$ cat src/rtl/jstk_move_gen.sv
// Joystick move generator: debounces a sampled direction and issues one move per qualified deflection.
// Latency: move_valid rises 1 clk after the last qualifying tick. It is held until move_ready is seen.
// Backpressure: the pending move is frozen while move_ready=0. Optional auto-repeat is enabled by JSTK_AUTOREPEAT_EN.
module jstk_move_gen #(
  parameter int STABLE_TICKS = 4,
  parameter int REPEAT_TICKS = 200
) (
  input  logic       clk,
  input  logic       rst,
  input  logic       tick,
  input  logic [2:0] dir,
  input  logic       move_ready,
  output logic       move_valid,
  output logic [1:0] move_dir,
  output logic [7:0] move_count
);

  typedef enum logic [1:0] {IDLE, QUAL, ISSUE, HOLD} state_t;

  localparam logic [7:0] STABLE = 8'(STABLE_TICKS);

  state_t     state;
  logic [1:0] cand;
  logic [7:0] cnt;
  logic [7:0] cnt_inc;
  logic       is_move;

  // dir values 4..7 all mean neutral, so bit 2 alone separates moves from neutral
  assign is_move = ~dir[2];
  assign cnt_inc = cnt + 8'd1;

`ifdef JSTK_AUTOREPEAT_EN
  localparam logic [11:0] REPEAT = 12'(REPEAT_TICKS);
  logic [11:0] rpt;
  logic [11:0] rpt_inc;
  assign rpt_inc = rpt + 12'd1;
`endif

  // Qualification FSM with registered move outputs and accepted-move counter
  always_ff @(posedge clk or posedge rst) begin
    if (rst) begin
      state      <= IDLE;
      cand       <= 2'd0;
      cnt        <= 8'd0;
      move_valid <= 1'b0;
      move_dir   <= 2'd0;
      move_count <= 8'd0;
`ifdef JSTK_AUTOREPEAT_EN
      rpt        <= 12'd0;
`endif
    end else begin
      case (state)
        IDLE: begin
          if (tick && is_move) begin
            cand <= dir[1:0];
            cnt  <= 8'd1;
            if (STABLE == 8'd1) begin
              state      <= ISSUE;
              move_valid <= 1'b1;
              move_dir   <= dir[1:0];
            end else begin
              state <= QUAL;
            end
          end
        end

        QUAL: begin
          if (tick) begin
            if (!is_move) begin
              state <= IDLE;
              cnt   <= 8'd0;
            end else if (dir[1:0] == cand) begin
              cnt <= cnt_inc;
              if (cnt_inc == STABLE) begin
                state      <= ISSUE;
                move_valid <= 1'b1;
                move_dir   <= cand;
              end
            end else begin
              // a different deflection restarts qualification on the new direction
              cand <= dir[1:0];
              cnt  <= 8'd1;
            end
          end
        end

        ISSUE: begin
          // tick and dir are ignored here; only the handshake moves us on
          if (move_ready) begin
            state      <= HOLD;
            cnt        <= 8'd0;
            move_valid <= 1'b0;
            move_count <= move_count + 8'd1;
`ifdef JSTK_AUTOREPEAT_EN
            rpt        <= 12'd0;
`endif
          end
        end

        HOLD: begin
          if (tick) begin
            // re-arm only after neutral has been seen for STABLE consecutive ticks
            if (!is_move) begin
              if (cnt_inc == STABLE) begin
                state <= IDLE;
                cnt   <= 8'd0;
              end else begin
                cnt <= cnt_inc;
              end
            end else begin
              cnt <= 8'd0;
            end
`ifdef JSTK_AUTOREPEAT_EN
            // continued deflection in the same direction re-issues every REPEAT ticks
            if (is_move && (dir[1:0] == cand)) begin
              if (rpt_inc == REPEAT) begin
                state      <= ISSUE;
                move_valid <= 1'b1;
                move_dir   <= cand;
                rpt        <= 12'd0;
              end else begin
                rpt <= rpt_inc;
              end
            end else begin
              rpt <= 12'd0;
            end
`endif
          end
        end

        default: state <= IDLE;
      endcase
    end
  end

endmodule
$ cat config.mk
export PLATFORM = sky130hd
export DESIGN_NAME = jstk_move_gen
export DESIGN_NICKNAME = d
export VERILOG_FILES = /design/src/rtl/jstk_move_gen.sv
export SDC_FILE = /design/constraint.sdc
export NUM_CORES = 1
export LEC_CHECK = 0
export CAP_MARGIN = 10
export CORE_ASPECT_RATIO = 0.9
export CORE_MARGIN = 3
export CORE_UTILIZATION = 57
export CTS_CLUSTER_SIZE = 25
export DETAILED_ROUTE_END_ITERATION = 8
export PLACE_DENSITY = 0.92
export SLEW_MARGIN = 20
export SYNTH_ARGS = -nofsm -noshare
export SYNTH_HDL_FRONTEND = slang
export SYNTH_SLANG_ARGS = --single-unit
$ cat constraint.sdc
create_clock -name clk -period 3.1 [get_ports clk]
set_input_delay 0.62 -clock clk [delete_from_list [all_inputs] [get_ports clk]]
set_output_delay 0.62 -clock clk [all_outputs]
set_load 0.01 [all_outputs]
# [After elaboration in Yosys (flattened, before gate mapping)]
# Index checks and enable logic that the tools add are counted.
[totals] out_inout_bits=11 inputBits=7 ff_bits=23
[op_classes] eq_ne=17 reduce_logical=10 n_mux=30 n_addsub=2 bitwise_logic=1
[ops] cell="8-bit 2-to-1 mux" n=8
[ops] cell="8-bit one-hot mux with 4 select lines" n=1
[ops] cell="2-bit 2-to-1 mux" n=13
[ops] cell="2-bit inequality test (second input constant)" n=10
[ops] cell="8-bit by 1-bit adder with 8-bit output (second input constant)" n=2
[ops] cell="5-bit AND reduction" n=2
[ops] cell="8-bit by 3-bit equality test with 1-bit output (second input constant)" n=1
[ops] cell="2-bit one-hot mux with 4 select lines" n=1
[ops] cell="8-bit AND reduction" n=1
[ops] cell="3-bit inequality test (second input constant)" n=2
[ops] cell="6-bit AND reduction" n=1
[ops] cell="1-bit 2-to-1 mux" n=5
[ops] cell="2-bit equality test (second input constant)" n=2
[ops] cell="2-bit one-hot mux with 2 select lines" n=1
[ops] cell="4-bit AND reduction" n=1
[ops] cell="2-bit nonzero test" n=2
[ops] cell="2-bit by 1-bit equality test with 1-bit output (second input constant)" n=1
[ops] cell="2-bit equality test" n=1
[ops] cell="2-bit logical NOT" n=1
[ops] cell="1-bit one-hot mux with 2 select lines" n=1
[ops] cell="2-bit AND reduction" n=1
[ops] cell="1-bit logical AND" n=1
[ops] cell="1-bit inverter" n=1

# [Longest topological paths before layout]
[depth] depth_word=7 ltp_mapped=5 mapped_depth_nobuf=5

# [Worst setup path before layout]
# No wires, ideal clock.
[synth_timing] path_kind="input -> register" from="input port dir[0]" to="register move_dir[0]" t_required_ns=2.973 cell_stages=5 path_buffers=1 path_slack_ns=1.236 arrival_time_ns=1.737 cell_sequence="xnor2_1 and3_1 clkbuf_1 and3_4 mux2_1"
[synth_between] elab_chain_len=2
[synth_rtl] item="from (decl)" line="11" source="input logic [2:0] dir,"
[synth_rtl] item="2-bit equality test" line="72" source="end else if (dir[1:0] == cand) begin"
[synth_rtl] item="5-bit AND reduction (no source line)"
[synth_rtl] item="to (signal assigned)" line="60" source="move_dir <= dir[1:0];"
[synth_rtl] item="to (signal assigned)" line="77" source="move_dir <= cand;"
[synth_rtl] item="to (decl)" line="14" source="output logic [1:0] move_dir,"
# No other way between the ends.
# A chain may end at the register's enable or synchronous reset.

# [Worst setup path after layout]
# Same ends and word-level chain as after synthesis.

==> metrics <==
layout overhead on the synthesized area 17.2%; DR WL met3 123 um; CP startpoint kind input pin; total track usage 0.212; Worst Path Max Fanout 6; Clock Tree Buf Depth 2; WL met1 1150 um; Seq cells post-synth 23; largest net degree at the start of global routing 24; critical path's slowest cell clkdlybuf4s50_1; antenna fix cells 0; Clock transition at path regs 130 ps; Mean Syn Cell Area 10.5 um^2; cell row count 15; Iteration-0 DRC Markers 15; CP required 3320 ps; status completed; Routed WL 2430 um; clk sinks 23; Min-Delay Path Class reg2reg; Comb power frac 0.304; IO Pins 18; Flop pwr share 0.516; TNS Setup 0 ps; CTS tree built; Setup violations, final 0; worst r2r path cells 5; nets@finish 144; first-pass GRT wire length 4260 um; core area 1990 um^2; fin. max-slew vios 0; PD cells 545 nW/um^2; met2 WL 1110 um; skew final 9.18 ps; Mapped Nets 126; Crit Path Category in2reg; Placed Instances 155; Syn Inst Count 117; crit path cell chain clkdlybuf4s50_1 -> xnor2_1 -> and3_1 -> and3_4 -> mux2_1; Distinct cells, synth 41; number of global-route vias before repair 996; post-cts hold buffer count 0; internal power 0.520 mW; crit path DAT 2290 ps; switching part of the total 0.340; RSZ-0062 raised after global routing false; worst hold slack 490 ps; Hold Path Stages 1; die height 50.1 um; asr flop ratio synth 1.00; Final Cycle Share 0.668; grt ovf 0; Max Clk Rate 483 MHz; Pre-antenna DRT Iters 4; DR vias 949; Fin. Hold Viols 0; # Post-CTS Setup Buffers 0; initial antenna violation count 0; synthesized cell area 1230 um^2; CTS buffer count 3; Switch Pwr 0.268 mW; post-route ant nets 0; via/cell ratio 5.97; layout cells sized above 1 0.104; logic depth of the worst path, buffers included 5; Routed WL per cell 15.3 um; EDFF count, synth 0; worst-skew pair later-pin latency 320 ps; # Max-Cap Violations 0; critical path capture point type flop; Final HPWL DP 1710 um; Slew HR 0.421; Initial Utilization 0.619; H-tree depth 1; synth warn 0; top sig layer met4; Max rail drop VDD 516 uV; delay-heaviest family, CP simple AND/OR/NAND/NOR gates; Die ar. 2760 um^2; gpl congestion 0.911; cts repair resizes 0; slowest stage delay, CP 440 ps; die extent in x 55.0 um; Final Worst Setup Slack 1030 ps; leakage 0.673 nW; clock network power share 0.180; sequential element share of the synthesized area 0.467; worst-margin pin slew 868 ps; DRC Markers 0; pre-CTS setup slack 687 ps; port bufs 17; minimum clock period 2070 ps; Top FF cell, synth dfrtp_1; non-filler instance count after layout 159; Root Buffer clkbuf_4; worst path bufs/invs 1
[cells in the mapped netlist, drive strengths merged (3+ instances only)]
cell type | count | area (um^2)
dfrtp | 23 | 576
xor2 | 6 | 52.6
xnor2 | 6 | 52.6
inv | 5 | 18.8
nand3 | 6 | 30.0
nand2 | 11 | 41.3
nor2 | 6 | 30.0
a21o | 3 | 22.5
o21ai | 5 | 25.0
mux2 | 5 | 56.3
and3 | 4 | 31.3
[cell usage in the layout, fill, tap and decap left out, types with 2 or more instances in the layout]
cell and n:
a31oi_1 2, nor3_1 2, and3_1 2, xnor2_1 6, xor2_1 6, ha_1 2, a21o_1 3, mux2_2 3
a22o_1 2, inv_1 5, o21bai_1 2, nor2_1 5, o2111ai_1 2, clkbuf_4 3, o211ai_1 2, a22oi_1 2
nor2b_1 2, o21ai_0 5, mux2_1 2, nand3_1 6, nand2_1 11, dfrtp_1 23, clkdlybuf4s50_1 17
[area by class of cell]
cell class | count | area, um^2
fillers | 148 | 546
flip-flops and latches | 23 | 576
clock inverters | 1 | 5.00
multi-input cells | 85 | 621
repair buffers | 17 | 170
clock buffers | 3 | 22.5
well taps | 25 | 31.3
inverters | 5 | 18.8
[through the flow]
step | cell area (um^2) | power, mW | util
after global routing | 1440 | 0.840 | 0.726
after floorplan | 1230 | 0.566 | -
after CTS | 1440 | 0.791 | 0.726
after detailed placement | 1420 | 0.648 | 0.712
final | 1440 | 0.787 | 0.726
after global placement | 1420 | 0.638 | 0.712
[sequential cells by signal, summed over array words and instances (netlist names), named ones only]
register,flops
cnt,8
move_count,8
cand,2
move_dir,2
move_valid,1
state,1
[worst register-to-register path, delay by kind of cell, from the launching register on]
kind	cells	cell delay, ps
simple gates	3	910
flops	1	420
fa+ha+maj	1	230
mux	1	320
[per-layer routing]
metal	track usage	vias up
li1	-	457
met1	0.277	456
met2	0.325	28
met3	0.0604	8
met4	0.0850	0
met5	0	-
[cell families (layout without fill, tap and decap cells)]
logic type,Yosys count,after routing,share of synthesized area
compound gates,26,26,0.160
xor+xnor,12,12,0.0853
fa+ha+maj,2,2,0.0203
buf+inv,9,26,0.0294
flops,23,23,0.467
mux,5,5,0.0457
simple gates,40,40,0.192
[worst paths after layout]
path,start,end,slack [ps]
worst max-delay path,dir[0],move_dir[0],1030
worst min-delay path,move_count[7],move_count[7],490
worst max register to register,cnt[0],move_dir[0],1110
worst min register to register,move_count[7],move_count[7],490
max in group asynchronous,rst,cnt[7],1800
min in group asynchronous,rst,cnt[0],760
[power by group through the flow]
stage / sequential, mW / combinational (mW) / clock [mW]
floorplan: 0.392 / 0.174 / 0
global placement: 0.407 / 0.231 / 0
detailed placement: 0.410 / 0.238 / 0
CTS: 0.405 / 0.239 / 0.148
global route: 0.415 / 0.264 / 0.161
finish: 0.406 / 0.239 / 0.142
Power figures use the tool's default switching activity.
